[src/rtl/mem_arbiter.sv]
// Round-robin arbiter merging NumPorts request channels onto one memory port.
// An in-order FIFO of granted channel indices routes each response back to its issuer.
module mem_arbiter #(
    parameter int NumPorts       = 2,
    parameter int MaxOutstanding = 4,
    parameter int DataWidth      = 64,
    parameter int MaskBits       = DataWidth / 8
) (
    input  logic                                      clk_i,
    input  logic                                      rst_ni,
    input  logic [NumPorts-1:0]                       req_valid_i,
    output logic [NumPorts-1:0]                       req_ready_o,
    input  logic [NumPorts-1:0][DataWidth-1:0]        req_addr_i,
    input  logic [NumPorts-1:0][DataWidth-1:0]        req_wdata_i,
    input  logic [NumPorts-1:0][MaskBits-1:0]         req_wmask_i,
    output logic [NumPorts-1:0]                       rsp_rvalid_o,
    output logic [NumPorts-1:0][DataWidth-1:0]        rsp_rdata_o,
    input  logic                                      mem_ready_i,
    output logic                                      mem_valid_o,
    output logic [DataWidth-1:0]                      mem_addr_o,
    output logic [DataWidth-1:0]                      mem_wdata_o,
    output logic [MaskBits-1:0]                       mem_wmask_o,
    input  logic [DataWidth-1:0]                      mem_rdata_i,
    input  logic                                      mem_rvalid_i,
    output logic [$clog2(MaxOutstanding+1)-1:0]       outstanding_o,
    output logic                                      err_o
);

    localparam int PtrW  = (NumPorts > 1) ? $clog2(NumPorts) : 1;
    localparam int FifoW = (MaxOutstanding > 1) ? $clog2(MaxOutstanding) : 1;
    localparam int CntW  = $clog2(MaxOutstanding + 1);

    logic [PtrW-1:0]  rr_q, rr_d;
    logic [FifoW-1:0] wr_q, wr_d, rd_q, rd_d;
    logic [CntW-1:0]  count_q, count_d;
    logic             err_q, err_d;
    logic [PtrW-1:0]  fifo_q [MaxOutstanding];

    logic             grant_en;
    logic             gnt_valid;
    logic [PtrW-1:0]  gnt_idx;
    logic [PtrW:0]    cand;
    logic             push_en;
    logic             pop_en;
    logic [PtrW-1:0]  head;

    // Full FIFO blocks grants even when a response frees a slot this cycle.
    assign grant_en = rst_ni && (count_q != CntW'(MaxOutstanding));

    always_comb begin
        gnt_valid = 1'b0;
        gnt_idx   = '0;
        cand      = '0;
        for (int i = 0; i < NumPorts; i++) begin
            cand = {1'b0, rr_q} + (PtrW+1)'(i);
            if (cand >= (PtrW+1)'(NumPorts)) begin
                cand = cand - (PtrW+1)'(NumPorts);
            end
            if (grant_en && !gnt_valid && req_valid_i[cand[PtrW-1:0]]) begin
                gnt_valid = 1'b1;
                gnt_idx   = cand[PtrW-1:0];
            end
        end
    end

    assign push_en     = gnt_valid && mem_ready_i;
    assign pop_en      = mem_rvalid_i && (count_q != '0);
    assign head        = fifo_q[rd_q];
    assign mem_valid_o = gnt_valid;
    assign mem_addr_o  = gnt_valid ? req_addr_i[gnt_idx]  : '0;
    assign mem_wdata_o = gnt_valid ? req_wdata_i[gnt_idx] : '0;
    assign mem_wmask_o = gnt_valid ? req_wmask_i[gnt_idx] : '0;

    always_comb begin
        req_ready_o  = '0;
        rsp_rvalid_o = '0;
        if (push_en) begin
            req_ready_o[gnt_idx] = 1'b1;
        end
        if (pop_en) begin
            rsp_rvalid_o[head] = 1'b1;
        end
        for (int i = 0; i < NumPorts; i++) begin
            rsp_rdata_o[i] = mem_rdata_i;
        end
    end

    always_comb begin
        rr_d    = rr_q;
        wr_d    = wr_q;
        rd_d    = rd_q;
        count_d = count_q;
        err_d   = err_q;
        if (push_en) begin
            rr_d = (gnt_idx == PtrW'(NumPorts - 1)) ? '0 : gnt_idx + PtrW'(1);
            wr_d = (wr_q == FifoW'(MaxOutstanding - 1)) ? '0 : wr_q + FifoW'(1);
        end
        if (pop_en) begin
            rd_d = (rd_q == FifoW'(MaxOutstanding - 1)) ? '0 : rd_q + FifoW'(1);
        end
        if (push_en && !pop_en) begin
            count_d = count_q + CntW'(1);
        end else if (!push_en && pop_en) begin
            count_d = count_q - CntW'(1);
        end
        // A response with nothing in flight is dropped and flagged.
        if (mem_rvalid_i && (count_q == '0)) begin
            err_d = 1'b1;
        end
    end

    always_ff @(posedge clk_i or negedge rst_ni) begin
        if (!rst_ni) begin
            rr_q    <= '0;
            wr_q    <= '0;
            rd_q    <= '0;
            count_q <= '0;
            err_q   <= 1'b0;
        end else begin
            rr_q    <= rr_d;
            wr_q    <= wr_d;
            rd_q    <= rd_d;
            count_q <= count_d;
            err_q   <= err_d;
        end
    end

    always_ff @(posedge clk_i) begin
        if (push_en) begin
            fifo_q[wr_q] <= gnt_idx;
        end
    end

    assign outstanding_o = count_q;
    assign err_o         = err_q;

endmodule

[config.mk]
export PLATFORM = sky130hd
export DESIGN_NAME = mem_arbiter
export DESIGN_NICKNAME = d
export VERILOG_FILES = /design/src/rtl/mem_arbiter.sv
export SDC_FILE = /design/constraint.sdc
export NUM_CORES = 1
export LEC_CHECK = 0
export ABC_CLOCK_PERIOD_IN_PS = 6800
export CAP_MARGIN = 20
export CORE_AREA = 5 5 237 239
export DETAILED_ROUTE_END_ITERATION = 8
export DIE_AREA = 0 0 242 244
export PLACE_DENSITY = 0.41
export RECOVER_POWER = 100
export SKIP_LAST_GASP = 1
export SLEW_MARGIN = 30
export SYNTH_ARGS = -nofsm -noshare
export SYNTH_HDL_FRONTEND = slang
export SYNTH_SLANG_ARGS = --single-unit
[constraint.sdc]
create_clock -name clk_i -period 6.8 [get_ports clk_i]
set_input_delay 1.36 -clock clk_i [delete_from_list [all_inputs] [get_ports clk_i]]
set_output_delay 1.36 -clock clk_i [all_outputs]
set_load 0.02 [all_outputs]
== Word level (Yosys, flattened, before mapping) ==
Memories as Yosys holds them, arrays and structs flattened.
Index checks and enable logic that the tools add are counted.

* Memories kept: 1
* Flip-flop bits (word level): 9
* Output and inout port bits: 273
* Logic and storage cells: 74
* RAM bits: 4
* Input bits: 342

{| class="wikitable"
|+ Memories
! name !! depth !! width !! read ports !! clocked after memory_dff !! wr ports !! line !! RTL
|-
| fifo_q || 4 || 1 || 1 || 0 || 1 || 37 || <nowiki>logic [PtrW-1:0] fifo_q [MaxOutstanding];</nowiki>
|}

* $lt $le $gt $ge: 8
* Add/subtract/negate cells: 8
* Equal/unequal tests: 3
* Reduce and logical (&&, ||, !) cells: 17
* Mux-type cells: 32

{| class="wikitable"
|+ Operators by type and width
! cell !! number
|-
| $mux W64 || 6
|-
| $mux W8 || 3
|-
| $mux W1 || 15
|-
| $logic_and A1 B1 Y1 || 11
|-
| $lt A1 B2 Y1 const B || 4
|-
| $mux W2 || 4
|-
| $mux W3 || 2
|-
| $add A2 B1 Y2 const B || 2
|-
| $eq A2 B2 Y1 const B || 2
|-
| $add A3 B1 Y3 const B || 1
|-
| $logic_not A1 Y1 || 3
|-
| $logic_not A3 Y1 || 1
|-
| $ne A3 B3 Y1 const B || 1
|-
| $reduce_bool A3 Y1 || 1
|-
| $sub A3 B1 Y3 const B || 1
|-
| $add A1 B1 Y2 const B || 1
|-
| $demux W1 S1 || 2
|-
| $ge A1 B1 Y1 const B || 2
|-
| $ge A1 B2 Y1 const B || 1
|-
| $ge A2 B2 Y1 const B || 1
|-
| $reduce_bool A2 Y1 || 1
|-
| $sub A1 B1 Y1 const B || 2
|-
| $add A1 B1 Y1 const B || 1
|}

== Longest topological paths before layout ==
Gate-level depths: netlist (run 1).

* Depth in word-level cells: 15
* Mapped depth: 8

== Worst setup path after synthesis (run 1) ==
Ideal clock, no wire load.

* Path type: input to output
* Start point: input port req_valid_i[0]
* End point: output port mem_addr_o[15]
* Cell stages on the path: 6
* Path slack: 2.839 ns
* Arrival: 2.601 ns
* Data required time: 5.440 ns
* Cell sequence: nand2b_1 and2_1 buf_2 buf_2 clkbuf_1 a311oi_2

* Word-level cells in the longest chain between the ends: 11

{| class="wikitable"
|+ RTL lines
! element !! line !! RTL
|-
| start, declared || 11 || <nowiki>input logic [NumPorts-1:0] req_valid_i,</nowiki>
|-
| $mux W1 (not written as such) (2 in a row) || 59 || <nowiki>if (grant_en && !gnt_valid && req_valid_i[cand[PtrW-1:0]]) begin</nowiki>
|-
| $logic_and A1 B1 Y1 || 59 ||
|-
| $mux W1 || 59 ||
|-
| $logic_not A1 Y1 || 59 ||
|-
| $logic_and A1 B1 Y1 (2 in a row) || 59 ||
|-
| $mux W1 || 59 ||
|-
| $mux W64 (not written as such) (2 in a row) || 70 || <nowiki>assign mem_addr_o = gnt_valid ? req_addr_i[gnt_idx] : '0;</nowiki>
|-
| $mux W64 (*) || 70 ||
|-
| end, declared || 20 || <nowiki>output logic [DataWidth-1:0] mem_addr_o,</nowiki>
|}

Mark *: on every way between the ends. The rest lies on a longest branch, timed or not. The select of a mux whose other input is x is not followed.

== Final worst setup path (run 1) ==
* Start point: input port rst_ni
* End point: output port mem_addr_o[4]

* Word-level cells in the longest chain between the ends: 10

{| class="wikitable"
|+ RTL lines
! element !! line !! RTL
|-
| start, declared || 10 || <nowiki>input logic rst_ni,</nowiki>
|-
| $logic_and A1 B1 Y1 (*) || 48 || <nowiki>assign grant_en = rst_ni && (count_q != CntW'(MaxOutstanding));</nowiki>
|-
| $logic_and A1 B1 Y1 || 59 ||
|-
| $mux W1 || 59 ||
|-
| $logic_not A1 Y1 || 59 ||
|-
| $logic_and A1 B1 Y1 (2 in a row) || 59 ||
|-
| $mux W1 || 59 ||
|-
| $mux W64 (not written as such) (2 in a row) || 70 ||
|-
| $mux W64 (*) || 70 ||
|}

Marked as above.

==> metrics.cfg, run 1 <==
[run_status]
status=finished, final reports clean

[global_routing]
grt.total_usage_pct=9.11
grt_max_degree=137
grt_pass1_vias=6386
grt_overflow=0
grt_pass1_wl_um=42600
antenna_found_initial=1

[route]
drtPass1Iterations=4
drc=0
wl_um=29300
ant_nets=0
drt_iter0_drc=225
vias=5894
routedWlPerCell_um=18.2
vias_per_cell=3.66

[floorplanning]
die_y_um=244
fp-row-count=85
initial_core_util_pct=10.0
io_pins=615
core_um2=53600
dieWidth_um=242
die-area_um2=59000

[critical_path]
endpoint_kind=output port
start_kind=input port
critPathKind=in -> out
r2r-end=outstanding_o[2]
cpPeakStageDelay_ns=0.75
r2r_cells=7
required_ns=5.44
cp_cell_sequence=dlygate4sd3_1 -> clkbuf_1 -> and2_4 -> clkbuf_1 -> a311oi_2 -> dlygate4sd3_1
r2r_slack_ns=4.37
critPathMaxFanout=36
worst_ep_arrival_time_ns=4.58
critPathSlowestCell=and2_4
r2r_start=outstanding_o[0]

[finish]
fin_area_um2=9340
diodes=0
drive_gt1_share_pct=17.7
multi_input_comb_area_um2=3040
layout_common_cells=clkdlybuf4s50_1 (289), inv_1 (141), a21oi_1 (136)
regArea_um2=345
nets=1266
final_core_util_pct=17.4
layout_commonest_cell=clkdlybuf4s50_1
fillCellCount=6076
syn_to_final_growth_pct=74.1

[sta]
skew_ns=0.00337
grt_setup_unrepaired=no
fmax_mhz=168
finalSetupTns_ns=0
relSlewSlack_pct=43.1
fin_crit_sh_pct=87.3
hold_violations=0
period_minus_slack_ns=5.94
setup_viol=0
drv_slew=0
worst_pin_slew_ns=0.853

[logic_synthesis]
syn_area_um2=5360
syn_area_per_cell_um2=7.99
synth_cell_types=33
synth_edf_count=4
synth_seq_cells=13
synthArstFlopShare_pct=69.2
syn_nets=1020
ys.flop_type=dfrtp_1
yosys_warnings=0
synth-seq-area-share_pct=6.44
syn_inst=671

[placed_design]
gp_congestion=0.787
place_area_um2=9270
io_buffers=422
hpwl_um=23000

[clock_tree]
clockBufferDepth=2
path_clk_slew_ns=0.05
cts_tree=done
cts_hold_buffers=0
clockRootBuffer=clkbuf_16
cts.htree.levels=1
postCtsSetupRepairBufs=0
cts-resized-gates=0
clock-sinks=13
clkLatencyLatePin_ns=0.24
cts_made_buffers=3

[min_path]
hp-start=err_o
holdPathEnd=err_o
whs_path_depth=1
hold_class=reg -> reg

[power_and_ir_drop]
power_density_nw_per_um2=179
vdd_drop_max_mv=0.188
leakage_nw=3.64

[job]
maxCapViolations=0

## how the worst max path moves through the flow
| stage | start | to | cells past startpoint |
|---|---|---|---|
| CTS | rst_ni | mem_wdata_o[48] | 7 |
| detailed placement | rst_ni | mem_wdata_o[48] | 7 |
| global route | rst_ni | mem_addr_o[4] | 6 |
| finish | rst_ni | mem_addr_o[4] | 6 |
| global placement | rst_ni | mem_wdata_o[1] | 7 |
| floorplan | req_valid_i[0] | mem_addr_o[15] | 6 |
## stage by stage
stage / hold slack, ns / cells / total power [mW] / setup WS, ns
global route: 0.490 / 1612 / 1.79 / 0.660
global placement: 0.461 / 1608 / 1.66 / 1.47
floorplan: 0.487 / 671 / 1.12 / 2.84
finish: 0.452 / 1612 / 1.67 / 0.862
CTS: 0.467 / 1612 / 1.77 / 1.44
detailed placement: 0.456 / 1608 / 1.65 / 1.45
## cell usage after synthesis, types with 2 or more instances
library cell | number | area [µm²]
a21o_1 | 2 | 15.0
a21oi_1 | 136 | 681
a311oi_1 | 7 | 61.3
a311oi_2 | 129 | 1940
and2_1 | 7 | 43.8
buf_2 | 21 | 105
buf_4 | 135 | 1010
buf_6 | 4 | 45.0
buf_8 | 10 | 150
clkbuf_1 | 32 | 120
dfrtp_1 | 9 | 225
edfxtp_1 | 4 | 120
ha_1 | 6 | 75.1
inv_1 | 141 | 529
mux2_2 | 4 | 45.0
nor2_1 | 4 | 15.0
nor3_1 | 3 | 15.0
xor2_1 | 2 | 17.5
## power by group
part           internal, mW  switching, mW  total [mW]
logic                 0.610          0.807        1.42
clock network        0.0789         0.0306       0.110
registers             0.111         0.0367       0.147
## layer usage
metal / wire (µm) / track usage [%] / part of all wire (%)
met5: 13 / 0 / 0.044
met4: 918 / 2.52 / 3.1
met3: 2120 / 2.46 / 7.2
met2: 15400 / 17.2 / 52
met1: 10900 / 10.0 / 37
## logic make-up after synthesis
logic type               count (synthesis)  synth area share [%]
buffers and inverters                  345                  37.0
AO/OA/AOI/OAI                          277                  50.6
AND/OR/NAND/NOR                         20                  2.22
flip-flops                              13                  6.44
adder cells (fa/ha/maj)                  7                  1.77
multiplexers                             6                  1.45
XOR/XNOR                                 3                 0.490
## state kept, by name, indices dropped and copies added (netlist names)
name	cells
rr_q	1
outstanding_o	3
fifo_q	4
rd_q	2
wr_q	2
err_o	1
## final cells by class
cell class	instances	area share, %
timing repair buffer	445	47.9
multi-input combinational	313	32.5
tap	696	9.33
inverter	141	5.67
sequential	13	3.70
clock buffer	4	0.844
## worst max-delay path, delay by kind of cell
family	cells	cell delay, ns
simple gates	1	0.75
buf+inv	4	2.26
compound gates	1	0.18
No activity file was read; power rests on OpenSTA's default activity.
==> inputs of run 2 (changes only) <==
--- a/config.mk
+++ b/config.mk
@@ -11,7 +11,7 @@
 export DETAILED_ROUTE_END_ITERATION = 8
 export DIE_AREA = 0 0 242 244
 export PLACE_DENSITY = 0.41
-export RECOVER_POWER = 100
+export RECOVER_POWER = 25
 export SKIP_LAST_GASP = 1
 export SLEW_MARGIN = 30
 export SYNTH_ARGS = -nofsm -noshare
==> run 2 against run 1 <==
  * Clock power about the same
  * Cell area increased by 0.11%
  * Setup slack improved by 0.11 ns
  * Critical path depth increased by 1
  * Combinational power increased by 4%
  * Non-clock buffer count unchanged
  * Via count decreased by 0.12%
  * Hold slack about the same
  * Highest routed layer unchanged
==> metrics.cfg, run 2 (same netlist as run 1, synthesis figures left out) <==
[min_path]
hold_class=reg -> reg  ; unchanged

[critical_path]
required_ns=5.44  ; about the same
r2r_start=outstanding_o[0]  ; unchanged
critical_path.startpoint=rst_ni  ; unchanged
critPathCapture=mem_wdata_o[1]  ; was mem_addr_o[4]
critPathKind=in -> out  ; unchanged
r2r_cells=7  ; unchanged
endpoint_kind=output port  ; unchanged
worst_ep_arrival_time_ns=4.47  ; was 4.58 ns
start_kind=input port  ; unchanged
r2r-end=outstanding_o[2]  ; unchanged
r2r_slack_ns=4.39  ; was 4.37 ns
critPathMaxFanout=44  ; was 36

[finish]
diodes=0  ; unchanged
final_core_util_pct=17.4  ; about the same
layout_common_cells=clkdlybuf4s50_1 (418), inv_1 (141), a21oi_1 (136)  ; was clkdlybuf4s50_1 (289), inv_1 (141), a21oi_1 (136)
fin_area_um2=9350  ; was 9340 µm²
layout_commonest_cell=clkdlybuf4s50_1  ; unchanged
syn_to_final_growth_pct=74.3  ; was 74.1%
nets=1266  ; unchanged
regMostFlops=fifo_q  ; unchanged
instances_no_fill=1612  ; unchanged
drive_gt1_share_pct=17.9  ; was 17.7%
largest_reg_flops=4  ; unchanged

[sta]
relSlewSlack_pct=43.0  ; was 43.1%
hold_violations=0  ; unchanged
fin_crit_sh_pct=85.7  ; was 87.3%
fmax_mhz=172  ; was 168 MHz
skew_ns=0.00423  ; was 0.00337 ns
finalSetupTns_ns=0  ; unchanged
worst_pin_slew_ns=0.855  ; was 0.853 ns
period_minus_slack_ns=5.83  ; was 5.94 ns
setup_viol=0  ; unchanged
grt_setup_unrepaired=no  ; unchanged
drv_slew=0  ; unchanged

[power_and_ir_drop]
power_density_nw_per_um2=185  ; was 179 nW/µm²
total_power_mw=1.73  ; was 1.67 mW
leakage_nw=3.37  ; was 3.64 nW
vdd_drop_max_mv=0.187  ; was 0.188 mV

[global_routing]
grt_overflow=0  ; unchanged
grt_pass1_vias=6386  ; unchanged
met2_usage_pct=17.2  ; unchanged
grt_pass1_wl_um=42600  ; unchanged
gr-usage-met1_pct=10.0  ; unchanged
grt_max_degree=137  ; unchanged
grt.total_usage_pct=9.11  ; unchanged
busiest_layer=met2  ; unchanged
grt_use_met3_pct=2.46  ; unchanged
antenna_found_initial=1  ; unchanged

[job]
maxCapViolations=0  ; unchanged

[route]
ant_nets=0  ; unchanged
drt_iter0_drc=212  ; was 225
vias=5887  ; was 5,894
drtPass1Iterations=4  ; unchanged
drc=0  ; unchanged
routedWlPerCell_um=18.2  ; about the same
vias_per_cell=3.65  ; was 3.66
wl_um=29400  ; was 29,300 µm

[floorplanning]
io_pins=615  ; unchanged
core_um2=53600  ; unchanged
fp-row-count=85  ; unchanged
die_y_um=244  ; unchanged
initial_core_util_pct=10.0  ; unchanged
dieWidth_um=242  ; unchanged
die-area_um2=59000  ; unchanged

[clock_tree]
postCtsSetupRepairBufs=0  ; unchanged
cts_made_buffers=3  ; unchanged
clock-sinks=13  ; unchanged
path_clk_slew_ns=0.05  ; about the same
clockRootBuffer=clkbuf_16  ; unchanged
cts.htree.levels=1  ; unchanged
cts_tree=done  ; unchanged
clockBufferDepth=2  ; unchanged
cts_hold_buffers=0  ; unchanged
cts-resized-gates=0  ; unchanged
clkLatencyLatePin_ns=0.24  ; about the same

[placed_design]
hpwl_um=23000  ; unchanged
dp_cells=1608  ; unchanged
place_area_um2=9270  ; unchanged
io_buffers=422  ; unchanged
gp_congestion=0.787  ; unchanged

[run_status]
status=finished, final reports clean  ; unchanged

-- run 2: changes by cell type in the layout (fill, tap and decap cells not counted) --
cell | previous run | this run
clkdlybuf4s50_1 | 289 | 418
dlygate4sd3_1 | 132 | 3
and2_0 | 5 | 0
and2_1 | 1 | 6
a311oi_1 | 8 | 7
a311oi_2 | 128 | 129
buf_4 | 15 | 16
clkbuf_1 | 3 | 2
-- run 2: critical path, cell delays in order --
cell             delay (ns)
dlygate4sd3_1          0.52
clkbuf_1               0.51
o21ai_0                0.20
or2b_4                 0.53
buf_12                 0.30
a311oi_2               0.26
clkdlybuf4s50_1        0.66
-- run 2: final cells by class --
cell class,instances,area (µm²)
inverters,141,529
fillers,6075,44300
well taps,696,871
multi-input cells,313,3050
repair buffers,445,4480
flip-flops and latches,13,345
clock buffers,4,78.8
-- run 2: worst min path at each step --
stage	start	end	slack [ns]	cells past startpoint
after floorplan	rr_q	rr_q	0.49	2
after global placement	err_o	err_o	0.46	1
after global routing	err_o	err_o	0.49	1
after CTS	err_o	err_o	0.47	1
after detailed placement	err_o	err_o	0.46	1
final	err_o	err_o	0.45	1
-- run 2: power breakdown --
part	total, mW	switching [mW]	internal, mW
Clock	0.110	0.0311	0.0790
Sequential	0.148	0.0378	0.111
Combinational	1.48	0.812	0.663
-- run 2: metrics by stage --
step	hold WS [ns]	worst slack [ns]
2_1_floorplan	0.487	2.84
3_3_place_gp	0.461	1.47
3_5_place_dp	0.456	1.45
4_1_cts	0.467	1.44
5_1_grt	0.490	0.725
6_report	0.452	0.971
-- run 2: per-layer routing --
layer	vias to the layer above	routed length, µm
li1	2746	-
met1	2761	10900
met2	309	15300
met3	69	2190
met4	2	926
met5	-	20
==> inputs of run 3 (changes only) <==
--- a/config.mk
+++ b/config.mk
@@ -10,7 +10,7 @@
 export CORE_AREA = 5 5 237 239
 export DETAILED_ROUTE_END_ITERATION = 8
 export DIE_AREA = 0 0 242 244
-export PLACE_DENSITY = 0.41
+export PLACE_DENSITY = 0.48
 export RECOVER_POWER = 25
 export SKIP_LAST_GASP = 1
 export SLEW_MARGIN = 30
==> run 3 against run 2 <==
  * Cell count is 0.37% lower
  * Power down 1.3%
  * Setup slack better by 0.087 ns
  * Clock-buffer cell count is 1 lower
  * Critical endpoint is now mem_addr_o[4]
  * Largest cell class unchanged
==> metrics.cfg, run 3 (same netlist as run 1, synthesis figures left out) <==
[floorplanning]
die_y_um=244  ; unchanged
core_um2=53600  ; unchanged
dieWidth_um=242  ; unchanged
fp-row-count=85  ; unchanged
die-area_um2=59000  ; unchanged
initial_core_util_pct=10.0  ; unchanged
io_pins=615  ; unchanged

[route]
drtPass1Iterations=4  ; unchanged
vias_per_cell=3.65  ; about the same
routedWlPerCell_um=17.8  ; was 18.2 µm
routedLengthMet1_um=10500  ; was 10,900 µm
wl_um=28600  ; was 29,400 µm
drt_iter0_drc=218  ; was 212
drc=0  ; unchanged
wl_met3_um=2350  ; was 2190 µm
vias=5858  ; was 5,887
ant_nets=0  ; unchanged
top_layer=met4  ; was met5
wl_met2_um=14600  ; was 15,300 µm

[critical_path]
critPathMaxFanout=67  ; was 44
endpoint_kind=output port  ; unchanged
required_ns=5.44  ; about the same
start_kind=input port  ; unchanged
critPathCapture=mem_addr_o[4]  ; was mem_wdata_o[1]
critical_path.startpoint=rst_ni  ; unchanged
r2r_start=outstanding_o[0]  ; unchanged
r2r-end=outstanding_o[2]  ; unchanged
r2r_slack_ns=4.33  ; was 4.39 ns
critPathKind=in -> out  ; unchanged
cp_cell_sequence=dlygate4sd3_1 -> o21ai_0 -> or2b_4 -> buf_12 -> a311oi_2 -> clkdlybuf4s50_1  ; was dlygate4sd3_1 -> clkbuf_1 -> o21ai_0 -> or2b_4 -> buf_12 -> a311oi_2 -> clkdlybuf4s50_1
critPathSlowestCell=dlygate4sd3_1  ; was clkdlybuf4s50_1
cpPeakStageDelay_ns=0.84  ; was 0.66 ns
worst_ep_arrival_time_ns=4.38  ; was 4.47 ns
r2r_cells=7  ; unchanged

[sta]
setup_viol=0  ; unchanged
period_minus_slack_ns=5.74  ; was 5.83 ns
fin_crit_sh_pct=84.4  ; was 85.7%
worst_pin_slew_ns=0.910  ; was 0.855 ns
fmax_mhz=174  ; was 172 MHz
drv_slew=0  ; unchanged
skew_ns=0.00423  ; about the same
holdWs_ns=0.488  ; was 0.452 ns
relSlewSlack_pct=39.3  ; was 43.0%
hold_violations=0  ; unchanged
grt_setup_unrepaired=no  ; unchanged
finalSetupTns_ns=0  ; unchanged

[finish]
drive_gt1_share_pct=17.5  ; was 17.9%
layout_common_cells=clkdlybuf4s50_1 (418), inv_1 (141), a21oi_1 (136)  ; unchanged
layout_commonest_cell=clkdlybuf4s50_1  ; unchanged
regMostFlops=fifo_q  ; unchanged
diodes=0  ; unchanged
nets=1260  ; was 1,266
fillCellCount=6069  ; was 6,075
syn_to_final_growth_pct=72.8  ; was 74.3%
largest_reg_flops=4  ; unchanged
multi_input_comb_area_um2=3050  ; unchanged
regArea_um2=345  ; unchanged

[clock_tree]
cts_hold_buffers=0  ; unchanged
clkLatencyLatePin_ns=0.24  ; about the same
cts_made_buffers=3  ; unchanged
clockRootBuffer=clkbuf_16  ; unchanged
postCtsSetupRepairBufs=0  ; unchanged
clock-sinks=13  ; unchanged
cts-resized-gates=0  ; unchanged
cts_tree=done  ; unchanged
path_clk_slew_ns=0.04  ; was 0.05 ns
cts.htree.levels=1  ; unchanged
clockBufferDepth=2  ; unchanged

[job]
maxCapViolations=0  ; unchanged

[placed_design]
hpwl_um=22900  ; was 23,000 µm
io_buffers=422  ; unchanged
gp_congestion=0.805  ; was 0.787

[global_routing]
grt_max_degree=70  ; was 137
grt_pass1_wl_um=42000  ; was 42,600 µm
grt_pass1_vias=6322  ; was 6,386
grt_overflow=0  ; unchanged
antenna_found_initial=1  ; unchanged
grt.total_usage_pct=8.89  ; was 9.11%

[power_and_ir_drop]
clockPowerShare_pct=6.4  ; was 6.3%
seqPwrFrac_pct=8.7  ; was 8.6%
power_density_nw_per_um2=185  ; about the same
p_comb_share_pct=84.9  ; was 85.1%
leakage_nw=3.33  ; was 3.37 nW
p_sw_share_pct=51.1  ; was 50.8%
netSwitchingPower_mw=0.875  ; was 0.881 mW
vdd_drop_max_mv=0.168  ; was 0.187 mV
p_int_mw=0.837  ; was 0.853 mW

[min_path]
hold_class=reg -> reg  ; unchanged

[run_status]
status=finished, final reports clean  ; unchanged

==> run 3: power groups by stage <==
stage          sequential, mW  combinational, mW  clock, mW
2_1_floorplan           0.152              0.965          0
3_3_place_gp            0.149               1.46          0
3_5_place_dp            0.151               1.47          0
4_1_cts                 0.150               1.48      0.112
5_1_grt                 0.156               1.55      0.117
6_report                0.149               1.45      0.109
==> run 3: how the worst min path moves through the flow <==
stage                     startpoint     to  slack [ns]  cells after the start
after floorplan                 rr_q   rr_q        0.49                      2
after global placement         err_o  err_o        0.49                      1
after detailed placement       err_o  err_o        0.48                      1
after CTS                      err_o  err_o        0.49                      1
after global routing           err_o  err_o        0.52                      1
final                          err_o  err_o        0.49                      1
==> run 3: worst max-delay path, delay by kind of cell <==
family / cells / cell delay [ns]
buf+inv: 3 / 1.83
compound gates: 2 / 0.56
simple gates: 1 / 0.51
==> run 3: area by class of cell <==
cell class | count | area share [%]
Timing Repair Buffer | 439 | 47.5
Multi-Input combinational cell | 313 | 32.9
Tap cell | 696 | 9.39
Inverter | 141 | 5.71
Sequential cell | 13 | 3.73
Clock buffer | 3 | 0.810
Clock inverter | 1 | 0.0540
==> run 3: metrics by stage <==
step / instance area, µm² / total power [mW] / setup WS, ns / util [%] / instances
floorplan: 5360 / 1.12 / 2.84 / - / 671
global placement: 9190 / 1.61 / 1.06 / 17.1 / 1602
detailed placement: 9190 / 1.63 / 1.09 / 17.1 / 1602
CTS: 9270 / 1.74 / 1.08 / 17.3 / 1606
global route: 9270 / 1.82 / 0.887 / 17.3 / 1606
finish: 9270 / 1.71 / 1.06 / 17.3 / 1606
==> run 3: metal layers <==
layer  vias up  GRT usage [%]
li1       2731              -
met1      2751           9.68
met2       301           16.4
met3        75           2.70
met4         0           3.14
met5         -              0
